$ cat config.mk
export PLATFORM = sky130hd
export DESIGN_NAME = uart_rx_sink_flat
export DESIGN_NICKNAME = d
export VERILOG_FILES = /design/src/rtl/uart_rx_sink_if.sv /design/src/rtl/uart_rx_sink.sv /design/src/flat_wrapper.sv
export SDC_FILE = /design/constraint.sdc
export NUM_CORES = 1
export LEC_CHECK = 0
export ABC_AREA = 1
export CAP_MARGIN = 20
export CORE_MARGIN = 8
export CORE_UTILIZATION = 50
export DETAILED_ROUTE_END_ITERATION = 6
export MAX_ROUTING_LAYER = met4
export PLACE_DENSITY = 0.7
export SLEW_MARGIN = 40
export SYNTH_ARGS = -nofsm -noshare
export SYNTH_HDL_FRONTEND = slang
export SYNTH_SLANG_ARGS = --single-unit
$ cat constraint.sdc
create_clock -name xclk -period 2 [get_ports xclk]
set_input_delay 0.4 -clock xclk [delete_from_list [all_inputs] [get_ports xclk]]
set_output_delay 0.4 -clock xclk [all_outputs]
set_load 0.05 [all_outputs]
$ cat src/rtl/uart_rx_sink_if.sv
// Byte-stream port of the UART receiver: FWFT head, handshake, occupancy and status flags.
interface uart_rx_sink_if #(
    parameter int unsigned DEPTH = 8
) ();
    localparam int unsigned CW = $clog2(DEPTH + 1);

    logic [7:0]    data;
    logic          valid;
    logic          ready;
    logic [CW-1:0] count;
    logic          ferr;
    logic          ovf;

    // Receiver side drives the stream, consumer side drives ready.
    modport master (output data, valid, count, ferr, ovf, input ready);
    modport slave  (input data, valid, count, ferr, ovf, output ready);
endinterface

$ cat src/rtl/uart_rx_sink.sv
// 8N1 UART receiver feeding a small first-word-fall-through byte FIFO.
// Reports framing errors as a one-cycle pulse and FIFO overflow as a sticky flag.
module uart_rx_sink #(
    parameter int unsigned BAUD_DIV = 868,
    parameter int unsigned DEPTH    = 8
) (
    input  logic           xclk,
    input  logic           xres,
    input  logic           uart_rxd,
    uart_rx_sink_if.master rx
);
    localparam int unsigned BW = $clog2(BAUD_DIV);
    localparam int unsigned PW = $clog2(DEPTH);
    localparam int unsigned CW = $clog2(DEPTH + 1);

    localparam logic [BW-1:0] HALF_LOAD = BW'(BAUD_DIV / 2 - 1);
    localparam logic [BW-1:0] FULL_LOAD = BW'(BAUD_DIV - 1);

    typedef enum logic [1:0] {StIdle, StStart, StData, StStop} state_e;

    // ------------------------------------------------------------------
    // Input synchronizer and edge detect
    // ------------------------------------------------------------------
    logic sync1_q, sync2_q, prev_q;
    logic line, fall;

    // Two sync flops plus a history flop; all idle high so reset never looks like an edge.
    always_ff @(posedge xclk or negedge xres) begin
        if (!xres) begin
            sync1_q <= 1'b1;
            sync2_q <= 1'b1;
            prev_q  <= 1'b1;
        end else begin
            sync1_q <= uart_rxd;
            sync2_q <= sync1_q;
            prev_q  <= sync2_q;
        end
    end

    assign line = sync2_q;
    assign fall = prev_q & ~sync2_q;

    // ------------------------------------------------------------------
    // Frame FSM
    // ------------------------------------------------------------------
    state_e        state_q, state_d;
    logic [BW-1:0] baud_q, baud_d;
    logic [2:0]    bitc_q, bitc_d;
    logic [7:0]    shreg_q, shreg_d;
    logic          push_q, push_d;
    logic          bad_q, bad_d;
    logic          ferr_q;

    // FSM state, counters and the registered stop-bit verdict.
    always_ff @(posedge xclk or negedge xres) begin
        if (!xres) begin
            state_q <= StIdle;
            baud_q  <= '0;
            bitc_q  <= '0;
            shreg_q <= '0;
            push_q  <= 1'b0;
            bad_q   <= 1'b0;
            ferr_q  <= 1'b0;
        end else begin
            state_q <= state_d;
            baud_q  <= baud_d;
            bitc_q  <= bitc_d;
            shreg_q <= shreg_d;
            push_q  <= push_d;
            bad_q   <= bad_d;
            ferr_q  <= bad_q;
        end
    end

    // Next-state: sample mid-bit whenever the baud down-counter reaches zero.
    always_comb begin
        state_d = state_q;
        baud_d  = baud_q;
        bitc_d  = bitc_q;
        shreg_d = shreg_q;
        push_d  = 1'b0;
        bad_d   = 1'b0;
        unique case (state_q)
            StIdle: begin
                if (fall) begin
                    state_d = StStart;
                    baud_d  = HALF_LOAD;
                end
            end
            StStart: begin
                if (baud_q == '0) begin
                    if (line) begin
                        state_d = StIdle;
                    end else begin
                        state_d = StData;
                        baud_d  = FULL_LOAD;
                        bitc_d  = '0;
                    end
                end else begin
                    baud_d = baud_q - 1'b1;
                end
            end
            StData: begin
                if (baud_q == '0) begin
                    shreg_d = {line, shreg_q[7:1]};
                    baud_d  = FULL_LOAD;
                    if (bitc_q == 3'd7) begin
                        state_d = StStop;
                    end else begin
                        bitc_d = bitc_q + 1'b1;
                    end
                end else begin
                    baud_d = baud_q - 1'b1;
                end
            end
            StStop: begin
                if (baud_q == '0) begin
                    // Back to idle half a bit early so a zero-gap next start is caught.
                    state_d = StIdle;
                    if (line) begin
                        push_d = 1'b1;
                    end else begin
                        bad_d = 1'b1;
                    end
                end else begin
                    baud_d = baud_q - 1'b1;
                end
            end
            default: state_d = StIdle;
        endcase
    end

    // ------------------------------------------------------------------
    // FWFT FIFO
    // ------------------------------------------------------------------
    logic [7:0]    mem_q [DEPTH];
    logic [PW-1:0] wptr_q, rptr_q;
    logic [CW-1:0] count_q, count_d;
    logic          ovf_q;
    logic          full, pop, push_ok;

    assign full    = (count_q == CW'(DEPTH));
    assign pop     = (count_q != '0) && rx.ready;
    // A pop at full frees the slot the push lands in.
    assign push_ok = push_q && (!full || pop);

    // Occupancy next-state.
    always_comb begin
        count_d = count_q;
        if (push_ok && !pop) begin
            count_d = count_q + 1'b1;
        end else if (!push_ok && pop) begin
            count_d = count_q - 1'b1;
        end
    end

    // Storage, pointers, occupancy and sticky overflow.
    always_ff @(posedge xclk or negedge xres) begin
        if (!xres) begin
            for (int i = 0; i < int'(DEPTH); i++) begin
                mem_q[i] <= '0;
            end
            wptr_q  <= '0;
            rptr_q  <= '0;
            count_q <= '0;
            ovf_q   <= 1'b0;
        end else begin
            if (push_ok) begin
                mem_q[wptr_q] <= shreg_q;
                wptr_q        <= wptr_q + 1'b1;
            end
            if (pop) begin
                rptr_q <= rptr_q + 1'b1;
            end
            if (push_q && full && !pop) begin
                ovf_q <= 1'b1;
            end
            count_q <= count_d;
        end
    end

    assign rx.data  = mem_q[rptr_q];
    assign rx.valid = (count_q != '0);
    assign rx.count = count_q;
    assign rx.ferr  = ferr_q;
    assign rx.ovf   = ovf_q;
endmodule

$ cat src/flat_wrapper.sv
// flat-port wrapper written by rule: the top's interface ports become plain ports
module uart_rx_sink_flat 
#(
    parameter int unsigned BAUD_DIV = 868,
    parameter int unsigned DEPTH    = 8
)
  (xclk, xres, uart_rxd, rx_data, rx_valid, rx_count, rx_ferr, rx_ovf, rx_ready);
  uart_rx_sink_if #(.DEPTH(DEPTH)) rx_i ();
  input  logic xclk;
  input  logic xres;
  input  logic uart_rxd;
  output wire logic [$bits(rx_i.data)-1:0] rx_data;
  output wire logic [$bits(rx_i.valid)-1:0] rx_valid;
  output wire logic [$bits(rx_i.count)-1:0] rx_count;
  output wire logic [$bits(rx_i.ferr)-1:0] rx_ferr;
  output wire logic [$bits(rx_i.ovf)-1:0] rx_ovf;
  input wire logic [$bits(rx_i.ready)-1:0] rx_ready;
  assign rx_data = rx_i.data;
  assign rx_valid = rx_i.valid;
  assign rx_count = rx_i.count;
  assign rx_ferr = rx_i.ferr;
  assign rx_ovf = rx_i.ovf;
  assign rx_i.ready = rx_ready;
  uart_rx_sink #(.BAUD_DIV(BAUD_DIV), .DEPTH(DEPTH)) u_core (.xclk(xclk), .xres(xres), .uart_rxd(uart_rxd), .rx(rx_i));
endmodule
After elaboration in Yosys (flattened, before gate mapping):

Cells that the tools add are included.

* bitwise logic cells: 4
* equal/unequal tests: 14
* add/subtract/negate cells: 6
* $lt $le $gt $ge: 3
* reductions and logical operators: 20
* muxes and demuxes: 32

Operators by type and width (count)
* $bwmux W64: 1
* $mux W10: 5
* $pmux W10 S4: 1
* $bmux W8 S3: 1
* $demux W8 S3: 1
* $mux W8: 3
* $mux W2: 6
* $mux W3: 4
* $logic_not A10 Y1: 1
* $ne A2 B1 Y1 const B: 5
* $reduce_and A5 Y1: 2
* $sub A10 B1 Y10 const B: 1
* $add A3 B1 Y3 const B: 3
* $ge A4 B4 Y1 const B: 2
* $mux W4: 2
* $not A3 Y4: 2
* $pmux W2 S4: 1
* $logic_and A1 B1 Y1: 7
* $mux W1: 6
* $ne A2 B2 Y1 const B: 3
* $pmux W3 S2: 1
* $add A4 B1 Y4 const B: 1
* $eq A2 B2 Y1 const B: 2
* $eq A4 B4 Y1 const B: 1
* 14 further kinds: 17

* output and inout bits: 15
* bits in registers: 104
* logic and storage cells: 101

Logic depth before layout (Yosys ltp):

Gate-level depths: netlist of the first run.

* depth in word-level cells: 8
* mapped depth: 13
* mapped depth without buffers: 12

Worst setup path before layout of the first run:

No wires, ideal clock.

* kind: register to register
* start: register u_core.count_q[1], in the netlist u_core.rx.count[1]
* end: register u_core.count_q[3], in the netlist u_core.rx.count[3]
* slack: -0.581 ns
* setup time: 0.118 ns
* cell stages (with the launch flop): 12
* arrival time: 2.463 ns
* period minus slack after synthesis: 2.581 ns
* buffers on the path: 0
* cell sequence: dfrtp_1 nor2_1 nand2_1 nand2_1 ha_1 inv_1 ha_1 a21oi_1 nand2_1 xor2_1 nand2_1 nand2_1

* cells in the longest elaborated chain, start to end: 7
* elaborated cells between the ends (all ways): 15
* those cells by class: add/sub (2); eq/ne (1); mux (2); reduce/logical (10)

Ends and longest elaborated chain
* start: declaration: RTL line uart_rx_sink.sv:138 `logic [CW-1:0] count_q, count_d;`
* start signal: assignment: RTL line uart_rx_sink.sv:178 `count_q <= count_d;`
* $reduce_bool A4 Y1 *
* named net rx_valid: RTL line flat_wrapper.sv:13 `output wire logic [$bits(rx_i.valid)-1:0] rx_valid;`
* $logic_and A1 B1 Y1 *: RTL line uart_rx_sink.sv:143 `assign pop = (count_q != '0) && rx.ready;`
* $logic_or A1 B1 Y1: RTL line uart_rx_sink.sv:145 `assign push_ok = push_q && (!full || pop);`
* $logic_and A1 B1 Y1: RTL line uart_rx_sink.sv:145
* $logic_not A1 Y1: RTL line uart_rx_sink.sv:152 `end else if (!push_ok && pop) begin`
* $logic_and A1 B1 Y1: RTL line uart_rx_sink.sv:152
* $reduce_bool A2 Y1 (no line)

The timed path passes the listed nets; every way through them passes the cells marked *. The select of a mux whose other input is x is not followed.
A chain may end at the register's enable or synchronous reset.

Worst setup path in the final report of the first run:

* start: register u_core.rptr_q[0]
* end: output rx_data[2]

* cells in the longest elaborated chain, start to end: 4

Ends and longest elaborated chain
* start: declaration: RTL line uart_rx_sink.sv:137 `logic [PW-1:0] wptr_q, rptr_q;`
* start signal: assignment: RTL line uart_rx_sink.sv:173 `rptr_q <= rptr_q + 1'b1;`
* $not A3 Y4 (not written as such): RTL line uart_rx_sink.sv:182 `assign rx.data = mem_q[rptr_q];`
* $bmux W8 S3: RTL line uart_rx_sink.sv:182
* $mux W8 (not written as such) (2 in series): RTL line uart_rx_sink.sv:182
* end: declaration: RTL line flat_wrapper.sv:12 `output wire logic [$bits(rx_i.data)-1:0] rx_data;`

No other way between the ends. The select of a mux whose other input is x is not followed.

==> summary.md, run 1 <==
| Metric | Value |
|---|---|
| Status | `finished, violations left` |
| Violated checks | `setup timing` |
| Hold path depth | `0` |
| Max Cap Violations | `0` |
| Arr. time, crit path | `1750 ps` |
| FF+latch count, synth | `104` |
| Slowest cell on the critical path | `dfrtp_2` |
| Min Tclk post-route | `2151 ps` |
| R2R depth | `12` |
| Mean Syn Cell Area | `8.673 um^2` |
| Commonest non-fill, non-tap cells in the layout | `nand2_1, dfrtp_1, o21ai_0, nor2_1, o21ai_1` |
| Pleak | `2.824 nW` |
| Largest net degree at the start of global routing | `51` |
| GRT Overall Usage | `0.1949` |
| Synth warn | `0` |
| DRT Pass-1 Iters | `5` |
| Port Buf Inserts | `18` |
| Power per cell area | `1373 nW/um^2` |
| Row cnt | `36` |
| Layout area overhead | `22.08%` |
| Endpoint class of the critical path | `output pin` |
| Inst Count DP | `737` |
| CP delay by family, top | `buffers and inverters` |
| Initial DRC count | `327` |
| Core area | `9819 um^2` |
| WL final | `11770 um` |
| Setup CP Type | `flip-flop to output pin` |
| Clock Latency Late Sink | `380 ps` |
| Setup violators final | `8` |
| First-pass GRT wire length | `19910 um` |
| Drt wl/cell | `15.40 um` |
| Hold EP | `u_core.rx.ferr` |
| Die Height | `116.6 um` |
| VDD IR max | `736.1 uV` |
| Total power | `8.488 mW` |
| Post-layout util | `0.6297` |
| CTS Buf Count | `9` |
| Htree depth | `3` |
| Max-slew headroom | `0.6594` |
| Slew @ Worst Pin | `509.3 ps` |
| Non-Filler Instances | `764` |
| Pre-CTS WS | `-270.8 ps` |
| TritonCTS clock tree | `yes` |
| Cells after Synth | `584` |
| Root Buffer | `clkbuf_8` |
| Post-synthesis sequential area ratio | `0.5146` |
| Hold Fails Final Rpt | `0` |
| Synth Net Count | `601` |
| Top cell type's share of synthesized area | `0.4990` |
| Post-Syn Area | `5065 um^2` |
| Worst Path Buf+Inv | `4` |
| Die area | `13610 um^2` |
| Commonest non-fill, non-tap cell in the layout | `nand2_1` |
| Post-DRT Antenna Nets | `0` |
| R2r setup slk | `110 ps` |
| Initial antenna violation count | `0` |
| Residual DRC | `0` |
| Fraction of the cycle the final worst path needs | `1.076` |
| Final WS setup | `-151.2 ps` |
| Leading area contributor after synthesis | `dfrtp_1` |
| Initial Utilization | `0.5158` |
| Routed vias/inst | `5.343` |
| Crit path required time | `1600 ps` |
| IO Count | `19` |
| Crit path largest cell delay | `470 ps` |
| Vias in the first global route | `3946` |
| Worst-path clk slew | `90 ps` |
| Design area | `6183 um^2` |
| RePlAce Congestion | `0.8776` |
| Fin. max-slew vios | `0` |
| Via count | `4082` |
| CTS Sinks | `104` |
| Share of cells above drive strength 1 | `0.2298` |
| N_diodes | `0` |
| Clk buf depth | `2` |
| Hold Crit Class | `flip-flop to flip-flop` |
| Remaining global-route overflow | `0` |
| R2R Path Start | `u_core.rx.count[1]` |
| Peak Freq | `464.9 MHz` |
| DIE WIDTH | `116.6 um` |
| Hold_sp | `u_core.bad_q` |
| Crit start category | `flip-flop` |
| Library cells used by synthesis | `34` |
| RSZ-0062 raised after global routing | `yes` |
| Synth area leaders | `dfrtp_1, nand2_1, o21ai_0` |
| Detailed placer's ending HPWL | `7481 um` |
| CP cell instances | `clkinv_4 > buf_12 > buf_16 > o21ai_1 > a31oi_4 > buf_6` |
| Worst Skew | `7.389 ps` |
| DP Area | `5575 um^2` |
| Crit-path max FO | `7` |
| R2r endpoint | `u_core.rx.count[3]` |
| Final nets | `643` |
[area by class of cell]
cell class,count,area (um^2)
tap,133,166.4
clock inverter,5,32.53
fill,826,3636
multi-input combinational,421,2481
sequential,104,2613
timing repair buffer,50,590.6
inverter,40,158.9
clock buffer,11,141.4
[state kept, by name, indices dropped and copies added (netlist names), named ones only]
signal	cells
u_core.baud_q	10
u_core.push_q	1
u_core.bitc_q	3
u_core.bad_q	1
u_core.wptr_q	3
u_core.prev_q	1
u_core.sync1_q	1
u_core.shreg_q	8
u_core.line	1
u_core.mem_q	64
u_core.state_q	1
u_core.rx.ferr	1
u_core.rptr_q	3
u_core.rx.ovf	1
u_core.rx.count	4
[synthesized netlist by cell type, drive strengths merged]
| library cell | count |
|---|---|
| xor2 | 8 |
| o21ai | 115 |
| o21bai | 2 |
| dfstp | 3 |
| or2 | 1 |
| ha | 12 |
| nand3 | 21 |
| xnor2 | 3 |
| fa | 1 |
| clkinv | 2 |
| a21oi | 17 |
| nor2 | 60 |
| inv | 38 |
| dfrtp | 101 |
| buf | 11 |
| nand4 | 11 |
| nand2 | 161 |
| clkbuf | 8 |
| nand3b | 1 |
| a31oi | 8 |
[logic make-up after synthesis]
group	share of synthesized area
adders and majority gates	0.03360
buffers and inverters	0.05830
AOI/OAI and AO/OA	0.1433
and+or+nand+nor	0.2312
xor gates and xnor gates	0.01902
DFF	0.5146
[per-stage QoR]
| step | hold slack, ps | setup TNS (ps) |
|---|---|---|
| final | 353.4 | -1138 |
| after global routing | 374.8 | -1787 |
| after floorplan | 104.4 | -161.4 |
| after global placement | 334.3 | -620.3 |
| after detailed placement | 335.8 | -889.0 |
| after CTS | 358.6 | -1262 |
[per-layer routing]
layer / GRT usage / routed length (um)
met2: 0.2970 / 5512
met1: 0.2551 / 5432
met5: - / 0
met3: 0.04964 / 701
met4: 0.04949 / 121
[report_power, final]
| part | leakage (nW) | switching, mW | internal [mW] | total (mW) |
|---|---|---|---|---|
| registers | 1.39 | 0.248 | 2.31 | 2.56 |
| logic | 1.34 | 2.88 | 1.84 | 4.72 |
| clock network | 0.0930 | 0.717 | 0.486 | 1.20 |
[how the worst max path moves through the flow]
| stage | startpoint | endpoint | depth (start not counted) |
|---|---|---|---|
| floorplan | u_core.rx.count[0] | u_core.rx.count[3] | 13 |
| global placement | rx_ready | u_core.rx.count[3] | 13 |
| detailed placement | rx_ready | u_core.rx.count[3] | 13 |
| CTS | u_core.rptr_q[0] | rx_data[7] | 8 |
| global route | u_core.rptr_q[0] | rx_data[6] | 8 |
| finish | u_core.rptr_q[0] | rx_data[2] | 6 |
[timing repair]
item / in CTS / in global routing
buffers inserted: 4 / 3
endpoints found under the setup margin: 9 / 9
gates resized for setup: 74 / 29
pin swaps: 13 / 16
hold buffers: 1 / 0
cloned: 4 / 0
endpoints found under the hold margin: 27 / 0
Note: power is estimated with default switching activity, not from simulation.
==> run 2: changes to the inputs <==
--- a/config.mk
+++ b/config.mk
@@ -8,10 +8,10 @@
 export ABC_AREA = 1
 export CAP_MARGIN = 20
 export CORE_MARGIN = 8
-export CORE_UTILIZATION = 50
+export CORE_UTILIZATION = 55
 export DETAILED_ROUTE_END_ITERATION = 6
 export MAX_ROUTING_LAYER = met4
-export PLACE_DENSITY = 0.7
+export PLACE_DENSITY = 0.86
 export SLEW_MARGIN = 40
 export SYNTH_ARGS = -nofsm -noshare
 export SYNTH_HDL_FRONTEND = slang
==> run 2 against run 1 <==
Cell count decreased by 3.1%. The run still ends with setup timing left. Power decreased by 5.1%. Largest cell class unchanged. Core utilization increased by 2.3 points. Global-route usage increased by 0.27 points. Via count increased by 4.7%. Cell area decreased by 3.9%. Register-to-register slack got worse by 20 ps. Worst hold slack improved by 13 ps. Clock power about the same.
==> summary.md, run 2 (same netlist as run 1, synthesis figures left out) <==
| Metric | Value |
|---|---|
| Status | `finished, violations left` |
| Violated checks | `setup timing` |
| Post-DRT Antenna Nets | `0` |
| TritonCTS clock tree | `yes` |
| CTS Sinks | `104` |
| Setup TNS | `-796.8 ps` |
| Pleak | `2.735 nW` |
| Biggest register | `u_core.mem_q` |
| Endpoint class of the critical path | `output pin` |
| RSZ-0062 raised after global routing | `yes` |
| Commonest non-fill, non-tap cell in the layout | `nand2_1` |
| Clk buf depth | `2` |
| Crit-path max FO | `6` |
| Layout area overhead | `17.37%` |
| DP Area | `5550 um^2` |
| CTS Buf Count | `9` |
| Detailed placer's ending HPWL | `7819 um` |
| Slew @ Worst Pin | `512.0 ps` |
| Port Buf Inserts | `18` |
| VDD IR max | `803.1 uV` |
| DRT Pass-1 Iters | `5` |
| Hold Fails Final Rpt | `0` |
| Fin. max-slew vios | `0` |
| P_int | `4.355 mW` |
| Core area | `9109 um^2` |
| Final nets | `641` |
| Die Height | `112.0 um` |
| Met1 Use GR | `0.2375` |
| Commonest non-fill, non-tap cells in the layout | `nand2_1, dfrtp_1, o21ai_0, nor2_1, o21ai_1` |
| Crit start category | `flip-flop` |
| Routed vias/inst | `5.777` |
| N_diodes | `0` |
| Clock network power share | `0.147` |
| Initial DRC count | `428` |
| Net Sw Frac | `0.4595` |
| Fraction of the cycle the final worst path needs | `1.064` |
| Met2 Use GR | `0.3231` |
| Sequential share of power | `0.324` |
| Design area | `5944 um^2` |
| Max Cap Violations | `0` |
| Pre-CTS WS | `-290.6 ps` |
| Setup CP Type | `flip-flop to output pin` |
| Busiest metal layer after global routing | `met2` |
| Row cnt | `35` |
| Power per cell area | `1356 nW/um^2` |
| Total power | `8.058 mW` |
| Max FFs per register | `64` |
| Regs by FF count | `u_core.mem_q x64, u_core.baud_q x10, u_core.shreg_q x8` |
| NetSw | `3.703 mW` |
| Arr. time, crit path | `1730 ps` |
| Vias in the first global route | `4047` |
| Worst-path clk slew | `90 ps` |
| Largest net degree at the start of global routing | `66` |
| GRT met3 Usage | `0.04167` |
| Final WS setup | `-127.6 ps` |
| Comb pwr share | `0.529` |
| Share of cells above drive strength 1 | `0.2051` |
| Htree depth | `3` |
| Minimum hold slack | `366.7 ps` |
| GRT Overall Usage | `0.1977` |
| Hold Crit Class | `flip-flop to flip-flop` |
| Initial antenna violation count | `0` |
| WL final | `12210 um` |
| DIE WIDTH | `112.0 um` |
| RePlAce Congestion | `0.8951` |
| Residual DRC | `0` |
| Peak Freq | `470.0 MHz` |
| Post-layout util | `0.6526` |
| Setup violators final | `8` |
| Initial Utilization | `0.5560` |
| Non-Filler Instances | `740` |
| Crit path required time | `1600 ps` |
| Drt wl/cell | `16.50 um` |
| Root Buffer | `clkbuf_8` |
| Via count | `4275` |
| Die area | `12540 um^2` |
| Max-slew headroom | `0.6576` |
| Min Tclk post-route | `2128 ps` |
| Clock Latency Late Sink | `380 ps` |
| Remaining global-route overflow | `0` |
| Inst Count DP | `717` |
| IO Count | `19` |
| First-pass GRT wire length | `19650 um` |
| Worst Skew | `15.12 ps` |
==> run 2: cell types whose count changed in the layout (fill, tap and decap cells not counted), moves of 3 or more <==
cell / previous run / this run
o21ai_2: 14 / 9
nand2_1: 145 / 153
nand2_4: 7 / 2
o21ai_1: 38 / 44
a21oi_4: 4 / 0
buf_12: 8 / 5
nand2_2: 9 / 6
a21oi_2: 3 / 6
buf_16: 3 / 0
==> run 2: final timing paths <==
kind / slack [ps] / end / startpoint / cells past startpoint
setup / recovery: -130 / rx_data[0] / u_core.rptr_q[0] / 7
setup reg to reg: 90 / u_core.rx.count[3] / u_core.rx.count[1] / 12
hold / removal: 370 / u_core.line / u_core.sync1_q / 0
max in group asynchronous: 910 / u_core.prev_q / xres / 3
hold reg to reg: 370 / u_core.line / u_core.sync1_q / 0
min in group asynchronous: 440 / u_core.mem_q[17] / xres / 2
==> run 2: cell type report <==
type	count	area, um^2
clock buffers	10	127.6
inverters	40	157.7
multi-input cells	421	2364
flip-flops and latches	104	2614
repair buffers	48	500.5
fillers	674	3164
well taps	111	138.9
clock inverters	6	42.54
==> run 2: power groups by stage <==
stage / Clock, mW / Combinational (mW) / Sequential [mW]
after CTS: 1.21 / 4.05 / 2.60
after floorplan: 0 / 2.53 / 2.71
after detailed placement: 0 / 3.69 / 2.63
final: 1.19 / 4.26 / 2.61
after global routing: 1.29 / 4.58 / 2.63
after global placement: 0 / 3.61 / 2.62
==> run 2: worst max-delay path: stages, from the launching register on <==
cell and delay, ps:
dfrtp_2 480, clkinv_4 120, buf_12 140, nor2_2 30, o21ai_1 150, a21oi_2 70
a31oi_2 180, buf_6 190
==> run 2: metal layers <==
layer,vias up,part of all wire
met4,0,0.020
met5,-,0
met3,26,0.065
met2,172,0.50
met1,2071,0.42
li1,2006,-
==> run 2: what timing repair did <==
action	CTS	global route
endpoints found under the hold margin	18	0
cloned	1	2
resized for setup	42	32
setup endpoints to repair	9	9
pin swaps	2	8
hold buffers	1	0
buffers inserted	1	3
